===== config.mk =====
export PLATFORM = sky130hd
export DESIGN_NAME = flash_sequencer
export DESIGN_NICKNAME = d
export VERILOG_FILES = /design/src/rtl/flash_sequencer.sv
export SDC_FILE = /design/constraint.sdc
export NUM_CORES = 1
export LEC_CHECK = 0
export BUFFER_PORTS_ARGS = -buffer_cell sky130_fd_sc_hd__buf_4
export CAP_MARGIN = 10
export CELL_PAD_IN_SITES_DETAIL_PLACEMENT = 1
export CELL_PAD_IN_SITES_GLOBAL_PLACEMENT = 1
export CORE_MARGIN = 2
export CORE_UTILIZATION = 40
export CTS_BUF_LIST = sky130_fd_sc_hd__clkbuf_8
export DETAILED_ROUTE_END_ITERATION = 7
export PLACE_DENSITY_LB_ADDON = 0.08
export REMOVE_ABC_BUFFERS = 1
export SYNTH_ARGS = -nofsm -noshare
export SYNTH_HDL_FRONTEND = slang
export SYNTH_SLANG_ARGS = --single-unit

===== constraint.sdc =====
create_clock -name clk -period 2.1 [get_ports clk]
set_clock_uncertainty 0.1 [all_clocks]
set_input_delay 0 -clock clk [delete_from_list [all_inputs] [get_ports clk]]
set_output_delay 0 -clock clk [all_outputs]
set_load 0.01 [all_outputs]

===== src/rtl/flash_sequencer.sv =====
// Pattern controller for the flash-1 / flash-2 shifter pair: prescaled sweep
// patterns per mode, with a return-to-home phase on every mode change.
module flash_sequencer #(
  parameter int unsigned TICK_DIV = 25_000_000,
  parameter int unsigned CNT_W    = 25
) (
  input  logic       clk,
  input  logic       reset,
  input  logic       mode_next,
  output logic       f1_shift_left,
  output logic       f1_shift_right,
  output logic       f2_shift_left,
  output logic       f2_shift_right,
  output logic [1:0] mode,
  output logic       busy
);

  typedef enum logic [1:0] {
    IDLE = 2'd0,
    RUN  = 2'd1,
    HOME = 2'd2
  } state_t;

  typedef enum logic {
    DIR_OUT = 1'b0,
    DIR_IN  = 1'b1
  } dir_t;

  state_t           state, state_n;
  dir_t             dir, dir_n;
  logic [1:0]       mode_n;
  logic [1:0]       pos1, pos1_n;
  logic [1:0]       pos2, pos2_n;
  logic [CNT_W-1:0] cnt, cnt_n;
  logic             f1l_n, f1r_n, f2l_n, f2r_n;
  logic             tick;
  logic             f1_act, f2_act;
  logic [1:0]       lead;

  // mode bit 0 enables flash-1, bit 1 enables flash-2
  assign f1_act = mode[0];
  assign f2_act = mode[1];
  // both active shifters move in lockstep, so one position decides direction
  assign lead   = f1_act ? pos1 : pos2;
  assign tick   = (state == RUN) && (cnt == CNT_W'(TICK_DIV - 1));
  assign busy   = (state == HOME);

  // Register all state and the pulse outputs
  always_ff @(posedge clk or negedge reset) begin
    if (!reset) begin
      state          <= IDLE;
      dir            <= DIR_OUT;
      mode           <= '0;
      pos1           <= '0;
      pos2           <= '0;
      cnt            <= '0;
      f1_shift_left  <= 1'b0;
      f1_shift_right <= 1'b0;
      f2_shift_left  <= 1'b0;
      f2_shift_right <= 1'b0;
    end else begin
      state          <= state_n;
      dir            <= dir_n;
      mode           <= mode_n;
      pos1           <= pos1_n;
      pos2           <= pos2_n;
      cnt            <= cnt_n;
      f1_shift_left  <= f1l_n;
      f1_shift_right <= f1r_n;
      f2_shift_left  <= f2l_n;
      f2_shift_right <= f2r_n;
    end
  end

  // Next-state, prescaler, position and pulse decisions
  always_comb begin
    state_n = state;
    dir_n   = dir;
    mode_n  = mode;
    pos1_n  = pos1;
    pos2_n  = pos2;
    cnt_n   = '0;
    f1l_n   = 1'b0;
    f1r_n   = 1'b0;
    f2l_n   = 1'b0;
    f2r_n   = 1'b0;

    // The first homing pulse is registered on the mode_next edge itself so
    // that return pulses occupy the cycles right after the request.
    case (state)
      IDLE: begin
        if (mode_next) begin
          state_n = HOME;
          if (pos1 != 2'd0) begin f1l_n = 1'b1; pos1_n = pos1 - 2'd1; end
          if (pos2 != 2'd0) begin f2r_n = 1'b1; pos2_n = pos2 - 2'd1; end
        end
      end

      RUN: begin
        if (mode_next) begin
          state_n = HOME;
          if (pos1 != 2'd0) begin f1l_n = 1'b1; pos1_n = pos1 - 2'd1; end
          if (pos2 != 2'd0) begin f2r_n = 1'b1; pos2_n = pos2 - 2'd1; end
        end else if (tick) begin
          if (dir == DIR_OUT) begin
            if (f1_act) begin f1r_n = 1'b1; pos1_n = pos1 + 2'd1; end
            if (f2_act) begin f2l_n = 1'b1; pos2_n = pos2 + 2'd1; end
            if (lead == 2'd2) dir_n = DIR_IN;
          end else begin
            if (f1_act) begin f1l_n = 1'b1; pos1_n = pos1 - 2'd1; end
            if (f2_act) begin f2r_n = 1'b1; pos2_n = pos2 - 2'd1; end
            if (lead == 2'd1) dir_n = DIR_OUT;
          end
        end else begin
          cnt_n = cnt + CNT_W'(1);
        end
      end

      HOME: begin
        if ((pos1 == 2'd0) && (pos2 == 2'd0)) begin
          mode_n  = mode + 2'd1;
          dir_n   = DIR_OUT;
          state_n = (mode == 2'd3) ? IDLE : RUN;
        end else begin
          if (pos1 != 2'd0) begin f1l_n = 1'b1; pos1_n = pos1 - 2'd1; end
          if (pos2 != 2'd0) begin f2r_n = 1'b1; pos2_n = pos2 - 2'd1; end
        end
      end

      default: state_n = IDLE;
    endcase
  end

endmodule


# After elaboration in Yosys (flattened, before gate mapping)
# Cells that the tools add are included.
[word_totals] regBits=38 inputBits=3 out_inout_bits=7 word_cells=103
[op_classes] n_addsub=6 eq_ne=15 muxes=57 reduce_logical=15
[op_table] operator="25-bit two-way mux" n=3
[op_table] operator="2-bit two-way mux" n=19
[op_table] operator="1-bit two-way mux" n=29
[op_table] operator="25-bit by 1-bit adder with 25-bit output, second input constant" n=1
[op_table] operator="25-bit equality test, second input constant" n=1
[op_table] operator="2-bit case mux with 3 select lines" n=2
[op_table] operator="5-bit AND reduction" n=2
[op_table] operator="3-bit != test, second input constant" n=3
[op_table] operator="2-bit != test, second input constant" n=4
[op_table] operator="2-bit by 1-bit adder with 2-bit output, second input constant" n=3
[op_table] operator="2-bit equality test, second input constant" n=3
[op_table] operator="2-bit logical NOT" n=3
[op_table] operator="1-bit case mux with 3 select lines" n=2
[op_table] operator="2-bit nonzero test" n=3
[op_table] operator="2-bit by 1-bit equality test with 1-bit output, second input constant" n=2
[op_table] operator="2-bit by 1-bit != test with 1-bit output, second input constant" n=2
[op_table] operator="2-bit case mux with 2 select lines" n=1
[op_table] operator="2-bit AND reduction" n=2
[op_table] operator="4-bit AND reduction" n=1
[op_table] operator="2-bit by 1-bit subtractor with 2-bit output, second input constant" n=2
[op_table] operator="3-bit nonzero test" n=1
[op_table] operator="1-bit logical AND" n=2
[op_table] operator="1-bit case mux with 2 select lines" n=1
[op_table] operator="2-bit OR reduction" n=1

# Logic depth before layout (Yosys ltp)
# Gate-level depths: netlist of run 1.
[logic_depth] depth_word=7 mapped_depth=7 mapped_depth_nobuf=6

# Worst setup path after synthesis of run 1
# OpenSTA, ideal clock, no wires.
[synth_timing] kind="register to register" from="register cnt[0]" to="register cnt[2]" setup_time_ns=0.122 arrival_time_ns=1.649 t_required_ns=1.878 slack_ns=0.229 stages_incl_launch_ff=8 path_buffers=2 period_less_slack_ns=1.871 path_cell_list="dfrtp_1 -> ha_1 -> and4_1 -> buf_2 -> nand2_1 -> o31ai_2 -> buf_2 -> nor2_1"
[synth_between] elab_chain_cells=5 word_cells_on_any_way=6 cone_classes="1 x add/sub; 1 x eq/ne; 3 x mux; 1 x reduce/logical"
[synth_lines] item="start: declaration" line="34" text="logic [CNT_W-1:0] cnt, cnt_n;"
[synth_lines] item="start signal: assignment" line="67" text="cnt <= cnt_n;"
[synth_lines] item="branches (longest 2 deep; another with 25-bit by 1-bit adder with 25-bit output)"
[synth_lines] item="25-bit two-way mux (*)" line="104" text="end else if (tick) begin"
[synth_lines] item="25-bit two-way mux (*)" line="100" text="if (mode_next) begin"
[synth_lines] item="25-bit two-way mux (*)" line="90" text="case (state)"
[synth_lines] item="net cnt_n[2]" line="34"
# Mark *: on every way through the listed nets, which the timed path passes.
# A chain may end at the register's enable or synchronous reset.

# Worst setup path in the final report of run 1
[layout_timing] from="register cnt[7]" to="register cnt[23]"
# Same word-level chain as after synthesis.

==> metrics, run 1 <==
Final Hold Viols 0; drt total wl 5.57 mm; cell count after synthesis 230; core area 0.00517 mm2; CP Launch Point cnt[7]; post-DR wirelength/cell 17.5 um; CTS tree yes; crit path cell chain nand3_1, or4_4, or4_1, a21oi_1; commonest non-fill, non-tap cells in the layout 37 x dfrtp_1, 21 x buf_4, 20 x nand2_1; via count 1,860; share of layout cells above drive strength 1 17.7%; initial antenna violation count 0; critical path's top delay family simple AND/OR/NAND/NOR gates; remaining antenna violation count 0; cell taking the most area after synthesis dfrtp_1; Post-Synth Adder-Cell Area 5.17%; clk buf depth 2; Leak Pwr 0.00102 uW; final net count 259; compound-cell area share of the yosys netlist 11.1%; die height 77.8 um; crit end category flop; CP Data Arrival Time 2080 ps; Clock Latency Late Sink 300 ps; Final period util 93.5%; XOR/XNOR share of the synthesized area 6.03%; prevailing post-synth register cell dfrtp_1; worst-margin pin slew 487 ps; Detailed Route Iter0 Violations 73; GR Overflow Total 0; Slew Limit Fails 0; Slowest-stage cell, CP or4_4; CTS Sinks 38; largest family of logic cells by synthesized area simple AND/OR/NAND/NOR gates; CP peak stage delay 590 ps; commonest non-fill, non-tap cell in the layout dfrtp_1; number of remaining DRC errors 0; clk slew on worst S/H paths 80 ps; setup tns final 0 ps; I/O pins 10; Simple-Gate Fraction of Synth Area 27.6%; Buf/Inv on CP 0; largest net degree at the start of global routing 39; final core occ 48.7%; fill count 596; RR Startpoint cnt[7]; port buffer count 9; # diodes 0; Row Count 26; Initial Util 42.1%; CTS root buffer clkbuf_8; Seq/Total Area, Yosys 43.7%; GP Congestion 0.858; Slew headroom 67.5%; multiplexer share of the synthesized area 2.41%; DR vias/cell 5.85; worst hold path type in -> reg; Final Setup Violations 0; synthesis-to-finish area growth 15.7%; DP HPWL 4.08 mm; first drt pass iteration count 4; RSZ-0062 raised after global routing yes; post-synthesis register bit count 38; top post-synthesis cells by area dfrtp_1 44%, ha_1 5.2%, xor2_1 4.4%, nand2_1 3.6%, nand4_1 3.4%; Synth top area share 43.7%; fmax 509 MHz; Critical Setup Path Class reg -> reg; Critical Path RT 2220 ps; Post-synth EDFFs 0; GR Util All Layers 20.3%; crit path max fanout 12; Die Wd 77.8 um; outcome finished clean; Synthesis Warnings 0; CTS Buf Count 5; fin crit period 1960 ps; vias in the first global route 1,899; worst vdd ir 0.355 mV; power density cells 831 mW/mm2; synthesized area per cell 9.47 um2; Post-synth ARST share 100%; Max-cap violations 0; Cell Area, Synth 0.00218 mm2; Startpoint Class flop; Worst Hold Launch mode_next; Yosys cell types 43; global-route wire length before repair 9.69 mm; die area 0.00605 mm2; H-tree depth 2
[final cells by class]
cell class | count | area [um2] | share of cell area [%]
Tap cell | 70 | 87.6 | 3.47
Sequential cell | 38 | 952 | 37.8
Inverter | 7 | 26.3 | 1.04
Timing Repair Buffer | 22 | 168 | 6.65
Clock inverter | 3 | 68.8 | 2.73
Multi-Input combinational cell | 173 | 1150 | 45.6
Clock buffer | 5 | 68.8 | 2.73
[metrics by stage]
step	total power, uW	hold WS [ps]	instances	setup slack (ps)	instance area, um2
2_1_floorplan	1150	-396	218	-398	2120
6_report	2090	15.7	318	137	2520
5_1_grt	2220	42.9	318	-35.5	2520
3_3_place_gp	1320	-102	308	165	2350
4_1_cts	2110	4.37	317	107	2500
3_5_place_dp	1350	-96.4	308	130	2350
[registers in the layout, indices dropped and copies added (netlist names)]
name,count
dir,1
f2_shift_right,1
mode,2
pos2,2
state,2
f2_shift_left,1
cnt,25
pos1,2
f1_shift_right,1
f1_shift_left,1
[per-layer routing]
metal / track usage [%] / routed length [um] / up-vias
met5: 0 / 0 / -
met2: 31.6 / 2600 / 30
met1: 28.2 / 2700 / 950
met4: 6.43 / 76 / 0
met3: 4.30 / 189 / 10
li1: - / - / 870
[cells by family after synthesis]
kind of cell	after synthesis
simple gates	108
flops	38
compound gates	36
buf+inv	19
xor+xnor	15
fa+ha+maj	9
mux	5
[tightest hold or removal path, cell delays in order]
cell	delay, ps
buf_4	100
nor2_1	70
nand2_1	90
o21ai_0	100
[path summary, 6_finish.rpt]
kind | end | slack (ps) | cells past startpoint
hold reg to reg | cnt[0] | 350 | 1
hold / removal | state[0] | 20 | 4
min in group asynchronous | state[1] | 110 | 2
max in group asynchronous | cnt[6] | 1410 | 2
setup / recovery | cnt[23] | 140 | 4
setup reg to reg | cnt[23] | 140 | 4
[synthesized netlist by cell type (all sizes together) (6+ instances only)]
library cell and number:
dfrtp 38, buf 6, or3 6, clkbuf 6
o31ai 6, a21oi 11, nor2 19, nor4 7
inv 7, ha 9, nand3 10, nand2 21
or4 8, o21ai 8, xor2 11, nand4 12
[what timing repair did]
item	CTS	global route
hold buffers	1	0
resized for setup	0	4
endpoints found under the hold margin	38	0
setup buffers	0	1
setup endpoints to repair	0	6
[power by group]
group	total, uW	internal [uW]	switching (uW)
combinational	456	209	246
clock	756	476	280
sequential	882	791	91.3
Note: power is estimated with default switching activity, not from simulation.
==> run 2, diff against run 1 <==
Settings changed: RECOVER_POWER set to 25.
==> run 2 against run 1 <==
Against the previous run: combinational power barely moved; register-to-register slack barely moved; flip-flop and latch count is the same; die area is the same; global-route usage unchanged; maximum frequency did not move; power about the same; count of clock-buffer cells in the layout did not move; cell count did not move; critical path type unchanged; largest power group unchanged.
==> metrics, run 2 (synthesized netlist as in run 1, its figures left out) <==
CP peak stage delay 590 ps (about the same); final net count 259 (unchanged); crit end category flop (unchanged); remaining antenna violation count 0 (unchanged); CTS root buffer clkbuf_8 (unchanged); CTS Sinks 38 (unchanged); RSZ-0062 raised after global routing yes (unchanged); Startpoint Class flop (unchanged); Slew headroom 36.6% (was 67.5%); Max-cap violations 0 (unchanged); fmax 509 MHz (unchanged); core area 0.00517 mm2 (unchanged); fin crit period 1960 ps (unchanged); crit path cell chain nand3_1, or4_4, or4_1, a21oi_1 (unchanged); die height 77.8 um (unchanged); Row Count 26 (unchanged); Die Wd 77.8 um (unchanged); GP Congestion 0.858 (unchanged); Detailed Route Iter0 Violations 73 (unchanged); dpl cells 308 (unchanged); largest reg by FF count cnt (unchanged); Final Setup Violations 0 (unchanged); power density cells 831 mW/mm2 (about the same); first drt pass iteration count 4 (unchanged); worst vdd ir 0.355 mV (about the same); post-DR wirelength/cell 17.5 um (about the same); synthesis-to-finish area growth 15.6% (was 15.7%); CTS Buf Count 5 (unchanged); die area 0.00605 mm2 (unchanged); Final period util 93.5% (unchanged); drt total wl 5.57 mm (about the same); clk buf depth 2 (unchanged); vias in the first global route 1,899 (unchanged); Slowest-stage cell, CP or4_4 (unchanged); worst hold path type in -> reg (unchanged); worst-margin pin slew 951 ps (was 487 ps); initial antenna violation count 0 (unchanged); port buffer count 9 (unchanged); # diodes 0 (unchanged); clk slew on worst S/H paths 80 ps (about the same); number of remaining DRC errors 0 (unchanged); largest net degree at the start of global routing 39 (unchanged); GR Overflow Total 0 (unchanged); global-route wire length before repair 9.69 mm (unchanged); commonest non-fill, non-tap cells in the layout 37 x dfrtp_1, 20 x nand2_1, 20 x buf_4 (was 37 x dfrtp_1, 21 x buf_4, 20 x nand2_1); Slew Limit Fails 0 (unchanged); via count 1,860 (unchanged); Critical Setup Path Class reg -> reg (unchanged); DP HPWL 4.08 mm (unchanged); hold_ws 15.7 ps (about the same); I/O pins 10 (unchanged); Critical Path RT 2220 ps (about the same); DR vias/cell 5.85 (unchanged); share of layout cells above drive strength 1 17.7% (unchanged); CP Data Arrival Time 2080 ps (about the same); crit path max fanout 12 (unchanged); H-tree depth 2 (unchanged); Initial Util 42.1% (unchanged); CTS tree yes (unchanged); Post-Layout Cell Count 318 (unchanged); GR Util All Layers 20.3% (unchanged); max FFs per register 25 (unchanged); Clock Latency Late Sink 300 ps (about the same); commonest non-fill, non-tap cell in the layout dfrtp_1 (unchanged); critical path's top delay family simple AND/OR/NAND/NOR gates (unchanged); Final Hold Viols 0 (unchanged); outcome finished clean (unchanged); Buf/Inv on CP 0 (unchanged); Leak Pwr 0.00102 uW (about the same)
==> run 2: worst register-to-register path: cells and delay by family (launching register included) <==
family           cells  cell delay, ps
AO/OA/AOI/OAI        1             160
flip-flops           1             440
AND/OR/NAND/NOR      3            1190
==> run 2: metrics by stage <==
| stage | util (%) | setup TNS (ps) | power [uW] | worst slack [ps] | instance area, um2 |
|---|---|---|---|---|---|
| after global routing | 48.7 | -61.1 | 2220 | -35.5 | 2520 |
| after detailed placement | 45.5 | 0 | 1350 | 130 | 2350 |
| after CTS | 48.4 | 0 | 2110 | 107 | 2500 |
| final | 48.7 | 0 | 2090 | 137 | 2520 |
| after floorplan | - | -6690 | 1150 | -398 | 2120 |
| after global placement | 45.5 | 0 | 1320 | 165 | 2350 |
==> run 2: final timing paths <==
kind / start / cells after the start / slack (ps) / end
max reg2reg: cnt[7] / 4 / 140 / cnt[23]
min reg2reg: cnt[0] / 1 / 350 / cnt[0]
min in group asynchronous: reset / 2 / 280 / state[1]
max: cnt[7] / 4 / 140 / cnt[23]
max in group asynchronous: reset / 2 / 960 / cnt[6]
min: mode_next / 4 / 20 / state[0]
==> run 2: final cells by class <==
| class | count | area, um2 |
|---|---|---|
| Fill cell | 596 | 2650 |
| Multi-Input combinational cell | 173 | 1150 |
| Sequential cell | 38 | 952 |
| Timing Repair Buffer | 22 | 165 |
| Tap cell | 70 | 87.6 |
| Clock buffer | 5 | 68.8 |
| Clock inverter | 3 | 68.8 |
| Inverter | 7 | 26.3 |
==> run 2: routing by layer <==
metal  global-route usage (%)  part of all wire, %
met3                     4.30                  3.4
met1                     28.2                   49
met2                     31.6                   47
met5                        0                    0
met4                     6.43                  1.4
==> run 2: power breakdown <==
part | leakage (uW) | internal [uW] | switching, uW | total (uW)
combinational | 0.000432 | 209 | 247 | 455
clock | 0.0000683 | 476 | 280 | 756
sequential | 0.000520 | 791 | 91.2 | 882
total | 0.00102 | 1480 | 618 | 2090
==> run 2: repair_timing <==
action	CTS	global route
endpoints found under the hold margin	38	0
buffers inserted	0	1
gates resized for setup	0	4
hold buffers	1	0
endpoints found under the setup margin	0	6
==> run 3, diff against run 2 <==
Clock period 2.1 ns to 2.3 ns, I/O delays scaled along.
==> run 3 against run 2 <==
Against the previous run: sequential share of layout area increased by 0.58 points; cell area shrank 1.6%; maximum frequency decreased by 7.7%; worst setup slack improved by 35 ps; combinational power decreased by 10%; critical path type unchanged; cell count fell by 1.9%.
==> metrics, run 3 (synthesized netlist as in run 1, its figures left out) <==
clk slew on worst S/H paths 90 ps (was 80 ps); post-DR wirelength/cell 17.2 um (was 17.5 um); GP Congestion 0.796 (was 0.858); CTS root buffer clkbuf_8 (unchanged); Critical Setup Path Class reg -> reg (unchanged); worst-margin pin slew 964 ps (was 951 ps); Initial Util 42.1% (unchanged); crit end category flop (unchanged); vias in the first global route 1,891 (was 1,899); Detailed Route Iter0 Violations 89 (was 73); drt total wl 5.37 mm (was 5.57 mm); RR Startpoint cnt[0] (was cnt[7]); Die Wd 77.8 um (unchanged); GR Overflow Total 0 (unchanged); clk buf depth 2 (unchanged); total power 1910 uW (was 2090 uW); fmax 470 MHz (was 509 MHz); FF-to-FF End f1_shift_right (was cnt[23]); Final Setup Violations 0 (unchanged); synthesis-to-finish area growth 13.7% (was 15.6%); largest net degree at the start of global routing 39 (unchanged); final net count 253 (was 259); die area 0.00605 mm2 (unchanged); initial antenna violation count 0 (unchanged); Leak Pwr 0.000996 uW (was 0.00102 uW); Row Count 26 (unchanged); RSZ-0062 raised after global routing no (was yes); largest reg by FF count cnt (unchanged); GR Util All Layers 19.6% (was 20.3%); outcome finished clean (unchanged); Final Hold Viols 0 (unchanged); Setup WS post-layout 172 ps (was 137 ps); CTS resizes 0 (unchanged); Critical Path RT 2420 ps (was 2220 ps); fin crit period 2130 ps (was 1960 ps); Startpoint Class flop (unchanged); crit path max fanout 8 (was 12); number of remaining DRC errors 0 (unchanged); DR vias/cell 5.74 (was 5.85); H-tree depth 2 (unchanged); share of layout cells above drive strength 1 13.6% (was 17.7%); Slew headroom 35.8% (was 36.6%); global-route wire length before repair 9.36 mm (was 9.69 mm); final core occ 47.9% (was 48.7%); Clock Latency Late Sink 300 ps (about the same); die height 77.8 um (unchanged); r2r setup slk 170 ps (was 140 ps); commonest non-fill, non-tap cell in the layout dfrtp_1 (unchanged); CTS tree yes (unchanged); Max-cap violations 0 (unchanged); # diodes 0 (unchanged); R2R cell count 5 (was 4); remaining antenna violation count 0 (unchanged); max FFs per register 25 (unchanged); via count 1,790 (was 1,860); I/O pins 10 (unchanged); worst vdd ir 0.411 mV (was 0.355 mV); CTS Sinks 38 (unchanged); power density cells 773 mW/mm2 (was 831 mW/mm2); worst hold path type in -> async (was in -> reg); first drt pass iteration count 4 (unchanged); CP Data Arrival Time 2250 ps (was 2080 ps); CTS Buf Count 5 (unchanged); Final period util 92.5% (was 93.5%); core area 0.00517 mm2 (unchanged); Slew Limit Fails 0 (unchanged); DP HPWL 3.75 mm (was 4.08 mm); commonest non-fill, non-tap cells in the layout 38 x dfrtp_1, 21 x nand2_1, 19 x nor2_1 (was 37 x dfrtp_1, 20 x nand2_1, 20 x buf_4); post-place setup slack 193 ps (was 130 ps); port buffer count 9 (unchanged)
[run 3: cell types whose count changed in the layout (fill, tap and decap cells not counted)]
cell and delta:
buf_4 -8, o22ai_2 -1, and4_2 -1, and4_1 +1
dfrtp_2 -1, nand2_1 +1, buf_12 +1, o22ai_1 +1
dfrtp_1 +1, nand2_2 -1, dlygate4sd3_1 +1
[run 3: how the worst max path moves through the flow]
stage	from	end	slack [ps]	cells past startpoint
floorplan	cnt[15]	cnt[22]	-200	4
global placement	cnt[0]	f1_shift_right	300	5
detailed placement	cnt[0]	f1_shift_right	190	5
CTS	cnt[0]	f1_shift_right	170	5
global route	cnt[0]	f1_shift_right	30	5
finish	cnt[0]	f1_shift_right	170	5
[run 3: power breakdown]
group	leakage [uW]	switching, uW	internal, uW	total (uW)
combinational	0.000406	221	188	409
sequential	0.000521	82.4	722	805
clock	0.0000683	265	435	700
total	0.000996	569	1350	1910
[run 3: layer usage]
metal	track usage, %	wire [um]	vias up
li1	-	-	866
met1	27.1	2660	895
met2	31.2	2510	25
met3	3.95	155	4
met4	5.36	38	0
met5	0	0	-
[run 3: area by class of cell]
cell class | instances | area, um2
clock inverter | 3 | 68.8
timing repair buffer | 16 | 135
clock buffer | 5 | 68.8
inverter | 7 | 26.3
multi-input combinational | 173 | 1140
tap | 70 | 87.6
sequential | 38 | 951
fill | 575 | 2700
[run 3: worst max-delay path: stages, from the launching register on]
cell and delay, ps:
dfrtp_1 380, ha_1 240, and4_1 420, nand4_1 220, or4_1 470, nor3b_1 220
[run 3: through the flow]
stage	hold WS [ps]	setup TNS, ps	instances	area, um2
floorplan	-396	-1690	218	2120
global route	399	0	312	2480
detailed placement	-93.0	0	302	2320
CTS	130	0	312	2480
finish	304	0	312	2480
global placement	-102	0	302	2320
[run 3: repair_timing]
item / CTS / global route
hold buffers: 2 / 0
buffers inserted: 0 / 0
endpoints found under the hold margin: 39 / 0
